===== src/rtl/xfda_recv.sv =====
`default_nettype none
// ============================================================================
// Module   : xfda_recv
// Brief    : 8N1 serial receiver that assembles three good bytes into one
//            24-bit word (first byte in [23:16]). Optional inter-byte timeout
//            is enabled by defining XFDA_RX_TIMEOUT_EN.
// Revision : 1.0 - initial release
// ============================================================================
module xfda_recv #(
    parameter int CLKS_PER_BIT      = 5208,
    parameter int IDLE_TIMEOUT_BITS = 20
) (
    input  logic        clk,
    input  logic        reset,
    input  logic        enable,
    input  logic        Rx,
    output logic [23:0] data_out,
    output logic        valid,
    output logic        frame_err,
    output logic        timeout,
    output logic        busy
);

    localparam int                 c_CNT_W   = $clog2(CLKS_PER_BIT);
    localparam logic [c_CNT_W-1:0] c_HALF_M1 = c_CNT_W'(CLKS_PER_BIT / 2 - 1);
    localparam logic [c_CNT_W-1:0] c_FULL_M1 = c_CNT_W'(CLKS_PER_BIT - 1);

    localparam logic [1:0] S_IDLE  = 2'd0;
    localparam logic [1:0] S_START = 2'd1;
    localparam logic [1:0] S_DATA  = 2'd2;
    localparam logic [1:0] S_STOP  = 2'd3;

    logic               r_rx_meta;
    logic               r_rx_s;
    logic               r_rx_prev;
    logic [1:0]         r_state;
    logic [c_CNT_W-1:0] r_cnt;
    logic [2:0]         r_bit_idx;
    logic [7:0]         r_shift;
    logic [15:0]        r_word;
    logic [1:0]         r_byte_cnt;
    logic               w_to_hit;
    logic               w_fall;

    // Line resets to idle-high so the first real start bit is seen as an edge
    always_ff @(posedge clk) begin
        if (reset) begin
            r_rx_meta <= 1'b1;
            r_rx_s    <= 1'b1;
            r_rx_prev <= 1'b1;
        end else begin
            r_rx_meta <= Rx;
            r_rx_s    <= r_rx_meta;
            r_rx_prev <= r_rx_s;
        end
    end

    assign w_fall = r_rx_prev & ~r_rx_s;
    assign busy   = (r_state != S_IDLE);

    always_ff @(posedge clk) begin
        if (reset) begin
            r_state    <= S_IDLE;
            r_cnt      <= '0;
            r_bit_idx  <= '0;
            r_shift    <= '0;
            r_word     <= '0;
            r_byte_cnt <= '0;
            data_out   <= '0;
            valid      <= 1'b0;
            frame_err  <= 1'b0;
        end else if (!enable) begin
            r_state    <= S_IDLE;
            r_cnt      <= '0;
            r_bit_idx  <= '0;
            r_byte_cnt <= '0;
            valid      <= 1'b0;
            frame_err  <= 1'b0;
        end else begin
            valid     <= 1'b0;
            frame_err <= 1'b0;
            case (r_state)
                S_IDLE: begin
                    r_cnt     <= '0;
                    r_bit_idx <= '0;
                    if (w_to_hit) begin
                        r_byte_cnt <= '0;
                    end
                    if (w_fall) begin
                        r_state <= S_START;
                    end
                end
                S_START: begin
                    if (r_cnt == c_HALF_M1) begin
                        r_cnt   <= '0;
                        r_state <= r_rx_s ? S_IDLE : S_DATA;
                    end else begin
                        r_cnt <= r_cnt + 1'b1;
                    end
                end
                S_DATA: begin
                    if (r_cnt == c_FULL_M1) begin
                        r_cnt     <= '0;
                        r_shift   <= {r_rx_s, r_shift[7:1]};
                        r_bit_idx <= r_bit_idx + 1'b1;
                        if (r_bit_idx == 3'd7) begin
                            r_state <= S_STOP;
                        end
                    end else begin
                        r_cnt <= r_cnt + 1'b1;
                    end
                end
                S_STOP: begin
                    if (r_cnt == c_FULL_M1) begin
                        r_cnt   <= '0;
                        r_state <= S_IDLE;
                        if (r_rx_s) begin
                            if (r_byte_cnt == 2'd2) begin
                                data_out   <= {r_word, r_shift};
                                valid      <= 1'b1;
                                r_byte_cnt <= '0;
                            end else begin
                                r_word     <= {r_word[7:0], r_shift};
                                r_byte_cnt <= r_byte_cnt + 1'b1;
                            end
                        end else begin
                            frame_err  <= 1'b1;
                            r_byte_cnt <= '0;
                        end
                    end else begin
                        r_cnt <= r_cnt + 1'b1;
                    end
                end
                default: r_state <= S_IDLE;
            endcase
        end
    end

`ifdef XFDA_RX_TIMEOUT_EN
    localparam int                c_TO_W     = $clog2(CLKS_PER_BIT * IDLE_TIMEOUT_BITS + 1);
    localparam logic [c_TO_W-1:0] c_TO_LIMIT = c_TO_W'(CLKS_PER_BIT * IDLE_TIMEOUT_BITS);

    logic [c_TO_W-1:0] r_to_cnt;
    logic              r_timeout;

    assign w_to_hit = (r_state == S_IDLE) && (r_byte_cnt != 2'd0) && (r_to_cnt == c_TO_LIMIT);
    assign timeout  = r_timeout;

    // Only a partial word sitting in IDLE ages; any frame activity restarts it
    always_ff @(posedge clk) begin
        if (reset || !enable || (r_state != S_IDLE) || (r_byte_cnt == 2'd0)) begin
            r_to_cnt  <= '0;
            r_timeout <= 1'b0;
        end else if (w_to_hit) begin
            r_to_cnt  <= '0;
            r_timeout <= 1'b1;
        end else begin
            r_to_cnt  <= r_to_cnt + 1'b1;
            r_timeout <= 1'b0;
        end
    end
`else
    assign w_to_hit = 1'b0;
    assign timeout  = 1'b0;
`endif

endmodule
`default_nettype wire


===== config.mk =====
export PLATFORM = sky130hd
export DESIGN_NAME = xfda_recv
export DESIGN_NICKNAME = d
export VERILOG_FILES = /design/src/rtl/xfda_recv.sv
export SDC_FILE = /design/constraint.sdc
export NUM_CORES = 1
export LEC_CHECK = 0
export CAP_MARGIN = 20
export CORE_MARGIN = 1.5
export CORE_UTILIZATION = 47
export CTS_CLUSTER_SIZE = 12
export DETAILED_ROUTE_END_ITERATION = 12
export PLACE_DENSITY = 0.68
export SLEW_MARGIN = 10
export SYNTH_ARGS = -nofsm -noshare
export SYNTH_HDL_FRONTEND = slang
export SYNTH_SLANG_ARGS = --single-unit

===== constraint.sdc =====
create_clock -name clk -period 1.64 [get_ports clk]
set_clock_uncertainty 0.15 [all_clocks]
set_input_delay 0.492 -clock clk [delete_from_list [all_inputs] [get_ports clk]]
set_output_delay 0.492 -clock clk [all_outputs]
set_load 0.005 [all_outputs]

==> results of run 1 <==
-- final cells by class --
type / instances / area share, %
clock buffers: 10 / 2.68
clock inverters: 6 / 1.94
inverters: 2 / 0.158
multi-input cells: 241 / 42.6
flip-flops and latches: 73 / 31.1
well taps: 77 / 2.02
repair buffers: 83 / 19.5
-- where the power goes --
group,switching [mW],internal [mW]
Combinational,0.0523,0.0353
Sequential,0.00141,1.77
Clock,0.719,0.862
-- how the worst max path moves through the flow --
stage                   from            to  slack [ns]  cells past startpoint
floorplan           r_cnt[0]  r_bit_idx[0]       -0.03                      6
global placement      enable    r_word[11]       -0.49                      5
detailed placement    enable     r_word[9]       -0.53                      5
CTS                     flop          busy       -0.18                      2
global route        r_cnt[1]    r_word[11]       -0.23                      7
finish              r_cnt[1]    r_word[15]       -0.20                      7
-- logic make-up (layout without fill, tap and decap cells) --
| family | count (synthesis) | after routing |
|---|---|---|
| simple gates | 130 | 130 |
| compound gates | 79 | 79 |
| flops | 73 | 73 |
| buf+inv | 29 | 101 |
| mux | 17 | 17 |
| xor+xnor | 11 | 11 |
| fa+ha+maj | 3 | 3 |
| other cells | 1 | 1 |
-- metrics by stage --
stage	utilization, %	hold slack [ns]	TNS (ns)	power, mW
CTS	70.2	0.280	-6.91	3.43
global placement	58.9	0.245	-26.51	1.89
floorplan	-	0.239	-0.552	1.87
global route	74.1	0.297	-11.61	3.52
finish	74.1	0.275	-8.87	3.44
detailed placement	58.9	0.263	-28.51	1.89
-- cell usage in the layout, fill, tap and decap left out, types with 13 or more instances in the layout --
cell type / instances
a21oi_2: 22
buf_4: 30
dfxtp_1: 58
dfxtp_2: 15
dlygate4sd2_1: 27
mux2i_1: 16
nand2b_1: 16
nand3_2: 20
nor2_1: 13
o21ai_1: 13
o21ai_2: 26
-- sequential cells by signal (all words and copies together), names as in the netlist, named ones only --
name        cells
r_byte_cnt      2
r_word         16
data_out       24
r_rx_s          1
r_cnt          13
r_rx_meta       1
r_bit_idx       3
r_shift         8
r_state         1
frame_err       1
r_rx_prev       1
valid           1
-- routing by layer --
metal,part of all wire [%],vias up,GRT usage [%]
met2,48,68,39.0
met1,45,1353,30.8
met5,0,-,0
met4,3.1,0,12.1
met3,3.7,26,5.06
li1,-,1340,-
-- repair_timing --
item | in CTS | in global routing
hold buffers | 0 | 0
hold endpoints to repair | 0 | 0
endpoints found under the setup margin | 94 | 73
setup buffers | 8 | 3
pin swaps | 40 | 15
cloned | 6 | 0
resized for setup | 137 | 75
==> results by stage, run 1 <==
Worst hold path:
- The type of the tightest min-delay check is reg -> reg.
- The start point of the worst hold path is r_rx_meta.
- The hold path endpoint is r_rx_s.
- Counting instances, the worst hold path has a depth of 1.

Global routing:
- The via count of the first global-routing pass is 2761.
- Entering global routing, the biggest net connects between 50 and 60 pins.
- The number of antenna violations at the first check in global routing is 0.
- The total congestion overflow is 0.
- The aggregate global-route resource usage is between 20 and 25%.
- The wire length of the first global-routing pass is between 10 and 15 mm.

Critical path:
- The critical path endpoint category is a flop.
- Data on the critical path is required at its endpoint by 1.73 ns.
- STA classifies the critical path startpoint as a flop.
- The class of the most critical setup path is reg -> reg.
- The highest fanout seen on the critical path is 13.
- The worst register-to-register path ends at r_word[15].
- Grouping stages by cell kind, the critical path spends the most delay in simple AND/OR/NAND/NOR gates.
- The cell that appears most often on the critical path is o21ai_2.
- The number of buffers and inverters on the critical path is 2.
- For this design, the slowest cell found on the critical path is dfxtp_2.
- The largest single stage delay on the critical path is 0.36 ns.
- The data arrival time of the critical path is 1.93 ns.
- The number of cells on the worst reg-to-reg path is 7.
- The signal on the critical path passes through ha_4 -> and4bb_4 -> nand4_4 -> buf_12 -> buf_6 -> o21ai_2 -> o21ai_2.
- The worst register-to-register path has a setup slack of -0.20 ns.
- The startpoint of the worst-slack reg-to-reg timing path is r_cnt[1].

Clock network:
- After clock tree synthesis, the clock-pin slew on the worst setup and hold paths is 0.09 ns.
- The clock network latency to the later pin of the worst-skew pair is 0.36 ns.
- CTS saw 73 sinks.
- The H-tree depth is 3.
- TritonCTS built the clock tree.
- The clock buffer count from CTS is 9.
- The clock root buffer is clkbuf_8.
- The number of buffers between clock root and the deepest sink is 2.

Synthesis:
- The netlist area before placement is roughly 3200 µm².
- The post-synthesis cell type count is slightly below 50.
- dfxtp_1 takes more of the synthesized area than any other cell.
- The simple logic cell fraction of the synthesized area is 25.2%.
- The library cell with the highest instance count after synthesis is dfxtp_1.
- After synthesis, the most frequently instantiated cells are 73 x dfxtp_1, 41 x o21ai_0, 30 x nand3_1, 29 x a21oi_1, 22 x nor2_1.
- The number of cells produced by synthesis is ~340.
- The net count of the mapped netlist is 350.
- Yosys attributes the largest share of cell area to dfxtp_1 46%, o21ai_0 6.5%, mux2i_1 5.1%.
- The flip-flop and latch count after synthesis is 73.
- The portion of synthesized area spent on multiplexers is 5.42%.
- The synthesized area per cell is ~9.2 µm².
- The most used flip-flop cell after synthesis is dfxtp_1.
- Summing the areas of all compound-gate instances in the mapped netlist gives 13.0% of the synthesized area.
- The area share of the largest cell type after synthesis is 46.2%.
- Of all flip-flops after synthesis, the portion carrying an async set or reset was 0%.
- The combinational family with the most area after synthesis is simple AND/OR/NAND/NOR gates.
- The synthesized-area fraction occupied by adder cells is ~1.2%.
- The area share of xor/xnor cells in the synthesized design is under 10%.
- The proportion of synthesized chip area in sequential cells is 46.2%.
- Yosys mapped a number of flops with a built-in enable equal to 0.
- The Yosys step of the flow raised 0 warnings.

Routing:
- The vias after detailed routing is approximately 2800.
- The post-detailed-routing wire length is 8.87 mm.
- The number of iterations in the first detailed-routing pass is 8.
- The final antenna-violating net count is 0.
- The ratio of routed vias to standard cells is ~5.7.
- Dividing the detail-routed wire length by the instance count gives 18.0 µm.
- In the routed design, unresolved DRC markers number 1.
- After the first detailed-routing iteration, the DRC count stood at 150.

Die:
- For this configuration, the core starts out at a cell density of between 40% and 50%.
- The width of the die is ~85 µm.
- The die is 85.1 µm tall.
- The standard-cell row count is 29.
- The core area is 6420 µm².
- The die covers 7240 µm².
- The number of placed I/O pins is 32.

Timing:
- Derived from the worst setup path, the maximum achievable clock frequency is 0.545 GHz.
- The routed design could run at a clock period as short as 1.84 ns.
- After layout, the worst setup slack is -0.196 ns.
- Setup repair after global routing could not meet its margin everywhere.
- The final setup violation count is 69.
- The number of endpoints with negative hold slack in the final report is 0.
- After layout, the worst path uses 112% of the clock period.
- The max-slew violation total from the final report is 0.

Job:
- The number of violations of the max-capacitance limit is 0.

Cells and area:
- Relative to the synthesized area, the layout overhead comes to 50.4%.
- The number of antenna diodes in the final layout is 0.
- The area of combinational cells with multiple inputs is 2030 µm².
- Cells with a size suffix above 1 make up between 40% and 50% of the layout.
- The storage element area is 1480 µm².
- The number of nets in the final layout is 417.
- The filler cells instantiated in the layout total 427.
- The post-layout instance count excluding filler cells is about 490.
- The post-route cell area is 4760 µm².

Status:
- The checks that failed: DRC, setup timing.
- The flow ran to the end, but the final reports show violations.

Placement:
- The placed wire-length estimate after detailed placement is 4.53 mm.
- The final estimated routing congestion in global placement is about 0.83.
- In this run the cell area measured after placement is around 3800 µm².
- OpenSTA, run right after detailed placement, puts the worst setup slack at -0.531 ns.
- The cell count after placement is 461.
- Input and output buffers added on the ports amount to 30.

Pwr:
- VDD sags by at most 0.608 mV.
- The power per unit of standard cell area is 723 nW/µm².
- For this design the static power due to leakage is roughly 1.8 nW.
No activity file was read; power rests on OpenSTA's default activity.
==> run 2: changes to the inputs <==
--- a/config.mk
+++ b/config.mk
@@ -10,6 +10,7 @@
 export CORE_UTILIZATION = 47
 export CTS_CLUSTER_SIZE = 12
 export DETAILED_ROUTE_END_ITERATION = 12
+export GPL_TIMING_DRIVEN = 0
 export PLACE_DENSITY = 0.68
 export SLEW_MARGIN = 10
 export SYNTH_ARGS = -nofsm -noshare
==> run 2 against run 1 <==
Net effect:
- the run still ends with DRC, setup timing left
- final area is 6.4% lower
- global-route usage decreased by 1.4 points
- maximum frequency grew 2.1%
- critical path type unchanged
- worst setup slack better by 0.038 ns
- largest power group unchanged
- highest routed layer unchanged
- final cell count shrank 1.0%
- sequential power about the same
- first-iteration DRC count did not move
- critical endpoint is now r_word[12]
- via count is 1.2% lower
- wire length is 8.4% lower
- clock-buffer cell count is the same
==> results by stage, run 2 (synthesis results as in run 1) <==
Status:
- Result of the run: finished, violations left (unchanged).
- Violated checks: DRC, setup timing (unchanged).

Cells and area:
- The ratio of cells with drive above 1 in the final layout came to 42.0% (was 48.2%).
- The final cell utilization of the core is 69.4% (was 74.1%).
- The count of inserted antenna diode cells is 0 (unchanged).
- The area growth from synthesis to layout was 40.8% (was 50.4%).
- Highest-count cells in the layout ignoring fill and taps: 50 x dfxtp_1, 27 x dlygate4sd2_1, 23 x o21ai_1 (was 58 x dfxtp_1, 30 x buf_4, 27 x dlygate4sd2_1).
- The flip-flop count of the largest register after layout was 24 (unchanged).
- The number of nets in the final layout was 412 (was 417).
- The fill cell instance count of the final layout is 491 (was 427).
- The most common cell after layout, fill and taps aside is dfxtp_1 (unchanged).
- Largest registers: data_out: 24 flops, r_word: 16 flops, r_cnt: 13 flops (unchanged).
- The register ranked first by flip-flop count is data_out (unchanged).

Die:
- The die height is 85.1 µm (unchanged).
- The standard-cell row count is 29 (unchanged).
- The core area is 6420 µm² (unchanged).
- The starting density of the core is 49.3% (unchanged).
- The die footprint was 7240 µm² (unchanged).
- The number of placed I/O pins is 32 (unchanged).
- The width of the die is 85.1 µm (unchanged).

Critical path:
- The highest fanout seen on the critical path is 5 (was 13).
- The buffers plus inverters on the worst setup path is 2 (unchanged).
- The worst setup path startpoint is r_cnt[0] (was r_cnt[1]).
- The critical-path cell with the highest stage delay is dfxtp_4 (was dfxtp_2).
- The critical path startpoint category is a flop (unchanged).
- The critical path endpoint category is a flop (unchanged).
- The worst stage delay on the critical path is 0.37 ns (was 0.36 ns).
- Chain of cells forming the critical path: ha_4 -> and4bb_4 -> buf_12 -> nand4_4 -> buf_8 -> o21ai_2 -> o21ai_1 (was ha_4 -> and4bb_4 -> nand4_4 -> buf_12 -> buf_6 -> o21ai_2 -> o21ai_2).
- The class of the most critical setup path is reg -> reg (unchanged).
- The kind of cell adding the most delay to the critical path was simple AND/OR/NAND/NOR gates (unchanged).
- The startpoint of the worst-slack reg-to-reg timing path was r_cnt[0] (was r_cnt[1]).
- The data arrival time of the critical path came to 1.89 ns (was 1.93 ns).
- The required arrival time at the worst endpoint is 1.73 ns (about the same).

Clock network:
- The clock root buffer is clkbuf_8 (unchanged).
- The clock network latency to the later pin of the worst-skew pair is 0.35 ns (was 0.36 ns).
- The clock buffer count from CTS is 9 (unchanged).
- The number of clock sinks was 73 (unchanged).
- The clock transition at the registers of the reported paths came to 0.08 ns (was 0.09 ns).
- The number of hold buffers added after CTS was 0 (unchanged).
- The CTS tree is done (unchanged).
- The H-tree depth is 3 (unchanged).
- The number of buffers between clock root and the deepest sink is 2 (unchanged).

Global routing:
- The total congestion overflow was 0 (unchanged).
- The routing layer with the top usage in global route is met2 (unchanged).
- The via count of the first global-routing pass was 2629 (was 2761).
- The number of antenna violations at the first check in global routing was 0 (unchanged).
- The maximum number of pins on one net before global-route repair came to 14 (was 57).
- The aggregate global-route resource usage is 22.8% (was 24.2%).
- The met3 global-route usage is 3.60% (was 5.06%).
- The met1 global-route usage was 30.5% (was 30.8%).
- The met2 demand-to-capacity share in global routing is 36.7% (was 39.0%).
- The wire length of the first global-routing pass was 13.1 mm (was 13.7 mm).

Placement:
- The count of input and output buffers came to 29 (was 30).
- The placed wire-length estimate after detailed placement is 4.66 mm (was 4.53 mm).
- The final estimated routing congestion in global placement is 0.793 (was 0.834).
- The minimum setup slack after placement is -0.713 ns (was -0.531 ns).

Worst hold path:
- The type of the tightest min-delay check is reg -> reg (unchanged).
- The start point of the worst hold path was r_rx_meta (unchanged).

Pwr:
- The net switching power is 0.753 mW (was 0.773 mW).
- The sum of internal, switching and leakage power is 3.15 mW (was 3.44 mW).
- The clock share of power is 41.1% (was 45.9%).
- The internal power is 2.39 mW (was 2.67 mW).
- The switching portion of total power is 23.9% (was 22.4%).
- The combinational cell fraction of total power is 2.6% (was 2.5%).
- The power per unit of standard cell area is 706 nW/µm² (was 723 nW/µm²).
- The peak supply drop came to 0.492 mV (was 0.608 mV).
- The static leakage power was 1.66 nW (was 1.78 nW).
- The sequential share of power is 56.3% (was 51.6%).

Timing:
- The highest clock frequency the design can meet is 0.556 GHz (was 0.545 GHz).
- The final setup violation count was 67 (was 69).
- At the pin with the least slew margin, the transition time is 0.695 ns.
- The minimum clock period is 1.80 ns (was 1.84 ns).
- The max-slew violation total from the final report is 0 (unchanged).
- The smallest setup slack after layout came to -0.158 ns (was -0.196 ns).
- The worst slew slack as a fraction of its limit is 53.7%.
- The share of the cycle needed by the critical path after routing was 110% (was 112%).
- The final-layout setup total negative slack is -7.19 ns (was -8.87 ns).
- Unrepaired setup endpoints after global routing: yes (unchanged).
- The number of endpoints with negative hold slack in the final report was 0 (unchanged).

Routing:
- The number of iterations in the first detailed-routing pass is 8 (unchanged).
- The wire length per cell after detailed routing is 16.7 µm (was 18.0 µm).
- The post-detailed-routing wire length is 8.12 mm (was 8.87 mm).
- The post-route DRC violation count is 1 (unchanged).
- The iteration-0 DRC count of the detailed router was 150 (unchanged).
- The ratio of routed vias to standard cells is 5.66 (about the same).
- The vias after detailed routing is 2754 (was 2787).
- The final antenna-violating net count came to 0 (unchanged).

Job:
- The number of violations of the max-capacitance limit came to 0 (unchanged).
-- run 2: changes by cell type in the layout (fill, tap and decap cells not counted), moves of 4 or more --
cell      change
clkbuf_1      +5
clkbuf_8      +4
nor2_2        -6
buf_4        -15
o21ai_2       -8
dfxtp_4       +4
o21ai_1      +10
buf_8         +4
dfxtp_1       -8
buf_6         +5
dfxtp_2       +4
buf_12        -9
nor2_1        +8
-- run 2: per-layer routing --
metal	part of all wire, %	up-vias	wire (µm)
met2	47	66	3850
met5	0	-	0
met4	1.8	0	144
met3	4.5	14	362
met1	46	1339	3760
li1	-	1335	-
-- run 2: what timing repair did --
| action | CTS | global route |
|---|---|---|
| setup buffers | 14 | 6 |
| endpoints found under the setup margin | 96 | 69 |
| cloned | 7 | 0 |
| pin swaps | 44 | 13 |
| resized for setup | 165 | 51 |
-- run 2: worst register-to-register path, delay by kind of cell (launching register included) --
kind	cells	cell delay, ns
flops	1	0.37
fa+ha+maj	1	0.14
compound gates	2	0.21
simple gates	2	0.50
buf+inv	2	0.32
-- run 2: path summary, 6_finish.rpt --
kind / to / slack, ns / depth (start not counted)
min reg2reg: r_rx_s / 0.27 / 1
min: r_rx_s / 0.27 / 1
max: r_word[12] / -0.16 / 7
max reg2reg: r_word[12] / -0.16 / 7
-- run 2: layout make-up --
type	count	area (µm²)	share of cell area [%]
plain buffers	22	216	4.86
inverters	2	7.51	0.168
multi-input cells	242	1940	43.5
clock buffers	10	138	3.09
flip-flops and latches	73	1500	33.7
clock inverters	6	42.5	0.954
repair buffers	55	519	11.6
well taps	77	96.3	2.16
-- run 2: power groups by stage --
stage / Clock (mW) / Sequential, mW / Combinational (mW)
floorplan: 0 / 1.82 / 0.0522
global placement: 0 / 1.82 / 0.0733
detailed placement: 0 / 1.82 / 0.0745
CTS: 1.31 / 1.77 / 0.0761
global route: 1.37 / 1.77 / 0.0886
finish: 1.29 / 1.77 / 0.0819
-- run 2: per-stage QoR --
stage / hold slack [ns] / instance area, µm² / std cells
after floorplan: 0.239 / 3210 / 343
after global placement: 0.242 / 3590 / 449
after detailed placement: 0.251 / 3590 / 449
after CTS: 0.270 / 4290 / 482
after global routing: 0.283 / 4460 / 487
final: 0.266 / 4460 / 487
==> run 3: changes to the inputs <==
--- a/config.mk
+++ b/config.mk
@@ -12,6 +12,7 @@
 export DETAILED_ROUTE_END_ITERATION = 12
 export GPL_TIMING_DRIVEN = 0
 export PLACE_DENSITY = 0.68
+export SKIP_CTS_REPAIR_TIMING = 1
 export SLEW_MARGIN = 10
 export SYNTH_ARGS = -nofsm -noshare
 export SYNTH_HDL_FRONTEND = slang
==> run 3 against run 2 <==
Net effect:
- the flow still finishes with violations (DRC, setup timing)
- core utilization is 1.4 points higher
- flip-flop and latch count did not move
- critical path depth shrank 1
- clock power is essentially flat
- hold slack barely moved
- register-to-register slack got worse by 0.07 ns
- global-route usage decreased by 2.5 points
- final cell count is 1.4% lower
- final area rose by 2.0%
- sequential power hardly changed
- sequential share of layout area down 0.68 points
- critical path type unchanged
- highest routed layer unchanged
==> results by stage, run 3 (synthesis results as in run 1) <==
Cells and area:
- Largest registers: data_out: 24 flops, r_word: 16 flops, r_cnt: 13 flops (unchanged).
- The flip-flop count of the largest register after layout is 24 (unchanged).
- The final cell utilization of the core is 70.8% (was 69.4%).
- The ratio of cells with drive above 1 in the final layout came to 41.9% (was 42.0%).
- The area growth from synthesis to layout is 43.6% (was 40.8%).
- The post-layout instance count excluding filler cells came to 480 (was 487).
- The most common cell after layout, fill and taps aside is dfxtp_1 (unchanged).
- The register ranked first by flip-flop count is data_out (unchanged).
- The post-route cell area is 4550 µm² (was 4460 µm²).
- The number of nets in the final layout is 405 (was 412).
- Highest-count cells in the layout ignoring fill and taps: 49 x dfxtp_1, 27 x o21ai_1, 27 x dlymetal6s2s_1 (was 50 x dfxtp_1, 27 x dlygate4sd2_1, 23 x o21ai_1).
- The count of inserted antenna diode cells is 0 (unchanged).
- The fill cell instance count of the final layout was 456 (was 491).

Routing:
- The wire length per cell after detailed routing is 16.2 µm (was 16.7 µm).
- The post-route DRC violation count was 1 (unchanged).
- The final antenna-violating net count was 0 (unchanged).
- The number of iterations in the first detailed-routing pass came to 8 (unchanged).
- The post-detailed-routing wire length is 7.79 mm (was 8.12 mm).
- The ratio of routed vias to standard cells is 5.51 (was 5.66).
- The iteration-0 DRC count of the detailed router was 154 (was 150).
- The vias after detailed routing came to 2645 (was 2754).

Timing:
- The number of endpoints with negative hold slack in the final report is 0 (unchanged).
- The final-layout setup total negative slack came to -8.20 ns (was -7.19 ns).
- The highest clock frequency the design can meet is 0.535 GHz (was 0.556 GHz).
- The final setup violation count is 69 (was 67).
- The minimum clock period is 1.87 ns (was 1.80 ns).
- The worst slew slack as a fraction of its limit was 60.7% (was 53.7%).
- The worst slack on hold paths was 0.266 ns (about the same).
- The actual slew at the worst max-slew pin is 0.589 ns (was 0.695 ns).
- Unrepaired setup endpoints after global routing: yes (unchanged).
- The smallest setup slack after layout is -0.229 ns (was -0.158 ns).
- The share of the cycle needed by the critical path after routing is 114% (was 110%).
- The max-slew violation total from the final report was 0 (unchanged).

Worst hold path:
- The type of the tightest min-delay check is reg -> reg (unchanged).
- The hold path endpoint is r_rx_s (unchanged).
- The start point of the worst hold path is r_rx_meta (unchanged).
- The number of cells traversed by the worst hold path was 1 (unchanged).

Global routing:
- The wire length of the first global-routing pass is 11.7 mm (was 13.1 mm).
- The number of antenna violations at the first check in global routing was 0 (unchanged).
- The via count of the first global-routing pass came to 2387 (was 2629).
- The aggregate global-route resource usage is 20.3% (was 22.8%).
- The total congestion overflow is 0 (unchanged).
- The maximum number of pins on one net before global-route repair is 14 (unchanged).

Pwr:
- The power per unit of standard cell area came to 690 nW/µm² (was 706 nW/µm²).
- The peak supply drop is 0.486 mV (was 0.492 mV).
- The sum of internal, switching and leakage power came to 3.14 mW (was 3.15 mW).
- The static leakage power is 2.00 nW (was 1.66 nW).

Critical path:
- The highest fanout seen on the critical path came to 10 (was 5).
- The critical path endpoint category is a flop (unchanged).
- The depth of the worst register-to-register path is 6 (was 7).
- The critical path startpoint category is a flop (unchanged).
- The endpoint of the lowest-slack register-to-register path is r_word[13] (was r_word[12]).
- The required arrival time at the worst endpoint is 1.72 ns (was 1.73 ns).
- The worst setup slack for register-to-register paths is -0.23 ns (was -0.16 ns).
- The startpoint of the worst-slack reg-to-reg timing path is r_cnt[0] (unchanged).
- The data arrival time of the critical path came to 1.94 ns (was 1.89 ns).
- The class of the most critical setup path is reg -> reg (unchanged).

Die:
- The standard-cell row count was 29 (unchanged).
- The number of placed I/O pins is 32 (unchanged).
- The width of the die is 85.1 µm (unchanged).
- The die height is 85.1 µm (unchanged).
- The starting density of the core came to 49.3% (unchanged).
- The core area is 6420 µm² (unchanged).
- The die footprint came to 7240 µm² (unchanged).

Placement:
- The count of input and output buffers was 29 (unchanged).
- The cell count after placement is 449 (unchanged).
- The minimum setup slack after placement came to -0.713 ns (unchanged).
- The final estimated routing congestion in global placement is 0.793 (unchanged).
- The placed cell area is 3590 µm² (unchanged).
- The placed wire-length estimate after detailed placement is 4.66 mm (unchanged).

Clock network:
- The CTS tree is done (unchanged).
- The number of buffers between clock root and the deepest sink is 2 (unchanged).
- The clock root buffer is clkbuf_8 (unchanged).
- The number of clock sinks was 73 (unchanged).
- The clock buffer count from CTS is 9 (unchanged).
- The H-tree depth came to 3 (unchanged).
- The clock network latency to the later pin of the worst-skew pair is 0.35 ns (about the same).
- The clock transition at the registers of the reported paths is 0.08 ns (about the same).

Status:
- Violated checks: DRC, setup timing (unchanged).
- Result of the run: finished, violations left (unchanged).

Job:
- The number of violations of the max-capacitance limit is 0 (unchanged).
## run 3: changes by cell type in the layout (fill, tap and decap cells not counted), moves of 3 or more
| cell | delta |
|---|---|
| dlymetal6s2s_1 | +27 |
| clkbuf_16 | +3 |
| nand3_2 | -8 |
| nor2_1 | -7 |
| buf_4 | -6 |
| nand3_4 | +7 |
| dlygate4sd2_1 | -27 |
| o21ai_0 | +4 |
| clkbuf_8 | -3 |
| o21ai_2 | -6 |
| o21ai_1 | +4 |
| nor2_2 | +7 |
## run 3: worst max-delay path by stage
| stage | start | endpoint | slack (ns) | cells after the start |
|---|---|---|---|---|
| 2_1_floorplan | r_cnt[0] | r_bit_idx[0] | -0.03 | 6 |
| 3_3_place_gp | enable | data_out[11] | -0.66 | 6 |
| 3_5_place_dp | enable | data_out[16] | -0.71 | 6 |
| 4_1_cts | flop | busy | -0.60 | 3 |
| 5_1_grt | r_state[0] | busy | -0.25 | 2 |
| 6_report | r_cnt[0] | r_word[13] | -0.23 | 6 |
## run 3: metal layers
layer	track usage (%)	routed length [µm]
met5	0	0
met4	9.24	121
met3	3.40	242
met2	29.9	3730
met1	29.0	3700
## run 3: power breakdown
part / internal [mW] / leakage [nW] / switching [mW]
Clock: 0.592 / 0.0887 / 0.691
Sequential: 1.77 / 0.601 / 0.00451
Combinational: 0.0332 / 1.31 / 0.0485
## run 3: area by class of cell
type,count,area [µm²],share of cell area (%)
flip-flops and latches,73,1500,33.0
well taps,77,96.3,2.12
repair buffers,47,579,12.7
multi-input cells,241,1950,42.9
clock buffers,10,138,3.03
clock inverters,6,42.5,0.936
inverters,2,7.51,0.165
plain buffers,24,233,5.12
## run 3: worst max-delay path, stage by stage (launching register included)
cell and delay, ns:
dfxtp_4 0.38, ha_4 0.15, and4bb_4 0.30, nand4_4 0.21, buf_6 0.22, o21ai_0 0.22, o21ai_1 0.12
